--- config.mk ---
export PLATFORM = sky130hd
export DESIGN_NAME = dff_wr_arbiter
export DESIGN_NICKNAME = d
export VERILOG_FILES = /design/src/rtl/dff_arb_pkg.sv /design/src/rtl/rr_arbiter.sv /design/src/rtl/dff_wr_arbiter.sv
export SDC_FILE = /design/constraint.sdc
export NUM_CORES = 1
export LEC_CHECK = 0
export CAP_MARGIN = 40
export CORE_UTILIZATION = 52
export CTS_CLUSTER_SIZE = 24
export DETAILED_ROUTE_END_ITERATION = 6
export PLACE_DENSITY = 0.95
export RECOVER_POWER = 100
export SLEW_MARGIN = 20
export SYNTH_ARGS = -nofsm -noshare
export SYNTH_HDL_FRONTEND = slang
export SYNTH_SLANG_ARGS = --single-unit
--- constraint.sdc ---
create_clock -name clk -period 6.9 [get_ports clk]
set_clock_uncertainty 0.15 [all_clocks]
set_input_delay 1.38 -clock clk [delete_from_list [all_inputs] [get_ports clk]]
set_output_delay 1.38 -clock clk [all_outputs]
set_load 0.05 [all_outputs]
--- src/rtl/dff_arb_pkg.sv ---
// Shared types and the round-robin pick helper for the DFF write arbiter.
// rr_pick works on a fixed-width vector so any NUM_REQ up to MAX_REQ can reuse it.
package dff_arb_pkg;

    typedef enum logic {ARB, LOCKED} arb_state_t;

    localparam int DEF_NUM_REQ = 4;
    localparam int MAX_REQ     = 32;
    localparam int MAX_ID_W    = $clog2(MAX_REQ);

    // One-hot pick of the first set bit at or above ptr, wrapping modulo n.
    function automatic logic [MAX_REQ-1:0] rr_pick(input logic [MAX_REQ-1:0] req,
                                                   input int ptr,
                                                   input int n);
        logic [MAX_REQ-1:0] pick;
        logic               found;
        int                 idx;
        pick  = '0;
        found = 1'b0;
        for (int k = 0; k < MAX_REQ; k++) begin
            idx = ptr + k;
            if (idx >= n) idx = idx - n;
            if ((k < n) && (idx < n) && !found && req[idx[MAX_ID_W-1:0]]) begin
                pick[idx[MAX_ID_W-1:0]] = 1'b1;
                found = 1'b1;
            end
        end
        return pick;
    endfunction

endpackage

--- src/rtl/rr_arbiter.sv ---
// Combinational round-robin arbiter: one-hot grant of the first request at or after ptr.
module rr_arbiter
    import dff_arb_pkg::*;
#(
    parameter int NUM_REQ = DEF_NUM_REQ,
    parameter int ID_W    = $clog2(DEF_NUM_REQ)
) (
    input  logic [NUM_REQ-1:0] req,
    input  logic [ID_W-1:0]    ptr,
    output logic [NUM_REQ-1:0] gnt
);

    logic [MAX_REQ-1:0] req_ext;

    always_comb begin
        req_ext = '0;
        req_ext[NUM_REQ-1:0] = req;
        gnt = NUM_REQ'(rr_pick(req_ext, int'(ptr), NUM_REQ));
    end

endmodule

--- src/rtl/dff_wr_arbiter.sv ---
// One shared WIDTH-bit register written by NUM_REQ clients under round-robin
// arbitration, with an optional bounded lock that keeps ownership for a burst.
module dff_wr_arbiter
    import dff_arb_pkg::*;
#(
    parameter int NUM_REQ  = DEF_NUM_REQ,
    parameter int WIDTH    = 4,
    parameter int LOCK_MAX = 4
) (
    input  logic                       clk,
    input  logic                       rst,
    input  logic [NUM_REQ-1:0]         req,
    input  logic [NUM_REQ-1:0]         lock,
    input  logic [NUM_REQ*WIDTH-1:0]   wdata,
    output logic [NUM_REQ-1:0]         gnt,
    output logic [WIDTH-1:0]           q,
    output logic [$clog2(NUM_REQ)-1:0] owner_id,
    output logic                       locked,
    output logic [15:0]                wr_cnt
);

    localparam int ID_W  = $clog2(NUM_REQ);
    localparam int CNT_W = $clog2(LOCK_MAX + 1);

    arb_state_t         state, state_nxt;
    logic [ID_W-1:0]    ptr, ptr_nxt, ptr_inc;
    logic [CNT_W-1:0]   lock_cnt, lock_cnt_nxt;
    logic [NUM_REQ-1:0] rr_gnt;
    logic               accept;
    logic [ID_W-1:0]    win_id;
    logic [WIDTH-1:0]   win_data;

    rr_arbiter #(
        .NUM_REQ (NUM_REQ),
        .ID_W    (ID_W)
    ) u_rr (
        .req (req),
        .ptr (ptr),
        .gnt (rr_gnt)
    );

    // While locked, owner_id names the lock holder; nobody else may be granted.
    always_comb begin
        gnt = '0;
        if (!rst) begin
            if (state == ARB) gnt = rr_gnt;
            else              gnt[owner_id] = req[owner_id];
        end
    end

    // Only the granted lane is selected, so X on idle lanes never reaches q.
    always_comb begin
        win_id   = '0;
        win_data = '0;
        for (int i = 0; i < NUM_REQ; i++) begin
            if (gnt[i]) begin
                win_id   = ID_W'(i);
                win_data = wdata[i*WIDTH +: WIDTH];
            end
        end
        accept  = |gnt;
        ptr_inc = (win_id == ID_W'(NUM_REQ - 1)) ? '0 : win_id + 1'b1;
    end

    always_comb begin
        state_nxt    = state;
        ptr_nxt      = ptr;
        lock_cnt_nxt = lock_cnt;
        if (accept) begin
            case (state)
                ARB: begin
                    ptr_nxt = ptr_inc;
                    // With LOCK_MAX=1 the lock expires on the very write that took it.
                    if (lock[win_id] && (LOCK_MAX > 1)) begin
                        state_nxt    = LOCKED;
                        lock_cnt_nxt = CNT_W'(1);
                    end
                end
                LOCKED: begin
                    if (!lock[win_id] || (lock_cnt == CNT_W'(LOCK_MAX - 1))) begin
                        state_nxt    = ARB;
                        ptr_nxt      = ptr_inc;
                        lock_cnt_nxt = '0;
                    end else begin
                        lock_cnt_nxt = lock_cnt + 1'b1;
                    end
                end
                default: state_nxt = ARB;
            endcase
        end
    end

    always_ff @(posedge clk) begin
        if (rst) begin
            state    <= ARB;
            ptr      <= '0;
            lock_cnt <= '0;
            q        <= '0;
            owner_id <= '0;
            wr_cnt   <= '0;
        end else begin
            state    <= state_nxt;
            ptr      <= ptr_nxt;
            lock_cnt <= lock_cnt_nxt;
            if (accept) begin
                q        <= win_data;
                owner_id <= win_id;
                wr_cnt   <= wr_cnt + 16'd1;
            end
        end
    end

    assign locked = (state == LOCKED);

endmodule

==> summary.md <==
| Metric | Value |
|---|---|
| Status | finished, final reports clean |
| Critical-path top delay cell | dlygate4sd3_1 |
| Synth top area share | 28.9% |
| RePlAce Congestion | 0.899 |
| Synth Cell Area | 1940 um^2 |
| Grt total ovfl | 0 |
| Internal power component | 0.000487 W |
| Fin crit share | 90.9% |
| Root Buffer | clkbuf_8 |
| Initial antenna violation count | 0 |
| Chip Height | 63.1 um |
| Register area share after synthesis | 28.9% |
| Sequential share of power | 24.2% |
| Yosys Warn Count | 0 |
| WHS Endpoint | lock_cnt[1] |
| Max Slew Vio Count | 0 |
| Worst slew margin | 13.6% |
| Placed cell areas | 2490 um^2 |
| Worst setup path class | primary input to primary output |
| Clock latency on the worst-skew pair | 270 ps |
| Worst Reg-to-Reg Cells | 13 |
| Post-route minimum period | 6270 ps |
| Power density cells | 388 nW/um^2 |
| RR Endpoint | wr_cnt[14] |
| Layout Nets | 307 |
| Data required, critical path | 5370 ps |
| Worst vdd ir | 293 uV |
| Synthesis-to-finish area growth | 28.7% |
| Post-Synthesis Cells | 221 |
| TritonCTS clock tree | yes |
| P_sw | 0.000482 W |
| DIE AREA | 3980 um^2 |
| #FFs+latches synth | 28 |
| Commonest non-fill, non-tap cells in the layout | 28 x dlygate4sd3_1, 28 x dfxtp_1, 24 x clkdlybuf4s50_1 |
| IO Count | 53 |
| Slowest cell delay on critical path | 910 ps |
| Starting density of the core | 56.4% |
| Wire length per cell | 14.9 um |
| Element type at the critical path start | primary input |
| Final setup fails | 0 |
| Top delay family on crit path | buffers and inverters |
| Worst reg-to-reg setup slack | 1810 ps |
| Port buffer count | 52 |
| CP Max Fanout | 11 |
| Layout cells sized above 1 | 4.80% |
| Die width | 63.1 um |
| Number of synthesized flops with an enable pin | 0 |
| Worst reg2reg path startpoint | ptr[0] |
| Ys async rst share | 0% |
| Critical path capture point type | primary output |
| Critical Path, Cell by Cell | dlygate4sd3_1 > mux4_1 > o21bai_1 > mux2i_1 > a221o_1 > inv_1 > dlygate4sd3_1 |
| Max Cap Viol | 0 |
| Largest net degree at the start of global routing | 28 |
| Post-Syn Nets | 256 |
| Antenna diodes | 0 |
| Final Hold Fails | 0 |
| Antenna Nets Post-Route | 0 |
| Cell mode on critical path | dlygate4sd3_1 |
| Combinational share of power | 65.6% |
| Final wirelength | 4720 um |
| Buf/Inv on CP | 3 |
| Sw Ratio | 49.7% |
| Dominant cell type by area after synthesis | dfxtp_1 |
| Leak | 1.01 nW |
| Synth unique cells | 50 |
| Min-delay src | lock_cnt[1] |
| Clk pwr share | 10.2% |
| TritonCTS Buffers | 3 |
| First-pass GRT wire length | 8000 um |
| Worst Hold Class | flop to flop |
| Syn Area/Cell | 8.78 um^2 |
| Postcts setup bufs | 0 |
| Post-CTS Resized | 0 |
| CTS Buffer Depth | 2 |
| Worst-margin pin slew | 1280 ps |
| Dpl hpwl | 3530 um |
| Vias | 1854 |
| Worst Hold Depth | 1 |
| Num rows | 21 |
| Ys flop type | dfxtp_1 |
| Final Cell Area | 2500 um^2 |
| RSZ-0062 raised after global routing | no |
| All-layer global routing usage | 25.2% |
| Top area cells in the synthesized netlist | dfxtp_1 29%, mux2i_1 8.3%, ha_1 5.8% |
| Setup TNS | 0 ps |
| Core Area | 3440 um^2 |
| 1st-iter DRT viols | 147 |
| Clk slew on worst S/H paths | 90 ps |
| Critical path arrival | 4740 ps |
| DRT Pass-1 Iters | 4 |
| Number of remaining DRC errors | 0 |
| Vias per cell | 5.85 |
| Clk sinks | 28 |
| Hold Buf Count CTS | 0 |
| F_max | 0.159 GHz |
| Vias in the first global route | 1725 |
| H-tree depth | 1 |
power by group through the flow:
| stage | clock, W | sequential (W) | combinational, W |
|---|---|---|---|
| global placement | 0 | 0.000238 | 0.000639 |
| global route | 0.000109 | 0.000241 | 0.000686 |
| detailed placement | 0 | 0.000238 | 0.000667 |
| finish | 0.0000985 | 0.000235 | 0.000636 |
| floorplan | 0 | 0.000280 | 0.000477 |
| CTS | 0.000101 | 0.000235 | 0.000672 |
how the worst max path moves through the flow:
stage	slack (ps)	from	end	cells after the start
6_report	630	req[0]	gnt[3]	7
5_1_grt	480	req[0]	gnt[3]	7
4_1_cts	850	req[0]	gnt[3]	7
3_5_place_dp	870	req[2]	gnt[3]	7
3_3_place_gp	900	req[2]	gnt[3]	7
2_1_floorplan	1940	req[2]	gnt[2]	5
sequential cells by signal, summed over array words and instances (netlist names):
name and count:
ptr 2, owner_id 2, wr_cnt 16, lock_cnt 3, q 4, locked 1
kinds of logic (layout without fill, tap and decap cells):
logic type,after synthesis,in the layout,share of synthesized area [%]
fa+ha+maj,9,9,5.80
buf+inv,21,71,5.09
xor+xnor,13,13,5.87
flops,28,28,28.9
mux,20,20,11.9
simple gates,84,84,24.8
compound gates,46,46,17.7
cells in the mapped netlist, types with 2 or more instances:
library cell / count
ha_1: 9
a21oi_1: 13
nand3_1: 6
inv_1: 10
nand2_1: 18
a22o_1: 2
dfxtp_1: 28
o21bai_1: 2
nor4_4: 2
nor2b_1: 2
nor2_1: 22
mux2i_1: 16
and3_1: 4
nor4_1: 6
or3_1: 2
nand3b_1: 2
a221o_1: 2
a221oi_1: 2
xnor2_1: 12
a22oi_1: 2
nor3b_1: 4
nor4b_2: 2
nor3_1: 6
a32o_1: 2
o21ai_0: 11
a211oi_1: 2
mux2_2: 2
buf_6: 2
clkbuf_1: 6
nand4_1: 2
area by class of cell:
class	count	area, um^2
Clock buffer	4	55.1
Fill cell	267	945
Inverter	11	41.3
Multi-Input combinational cell	172	1240
Sequential cell	28	561
Tap cell	46	57.6
Timing Repair Buffer	56	547
metrics by stage:
step	setup WS [ps]	utilization (%)	hold slack, ps	std cells	power (W)
after floorplan	1940	-	319	221	0.000757
after global placement	903	72.2	327	312	0.000877
after detailed placement	866	72.5	342	313	0.000905
after CTS	851	74.1	364	317	0.00101
after global routing	481	72.6	395	317	0.00104
final	630	72.6	361	317	0.000969
layer usage:
metal	part of all wire [%]	GRT usage, %	vias to the layer above	wire length, um
li1	-	-	906	-
met1	44	32.6	862	2060
met2	49	43.4	84	2320
met3	6.5	4.71	2	308
met4	0.51	4.65	0	24
met5	0	0	-	0
(Power assumes the default switching activity.)
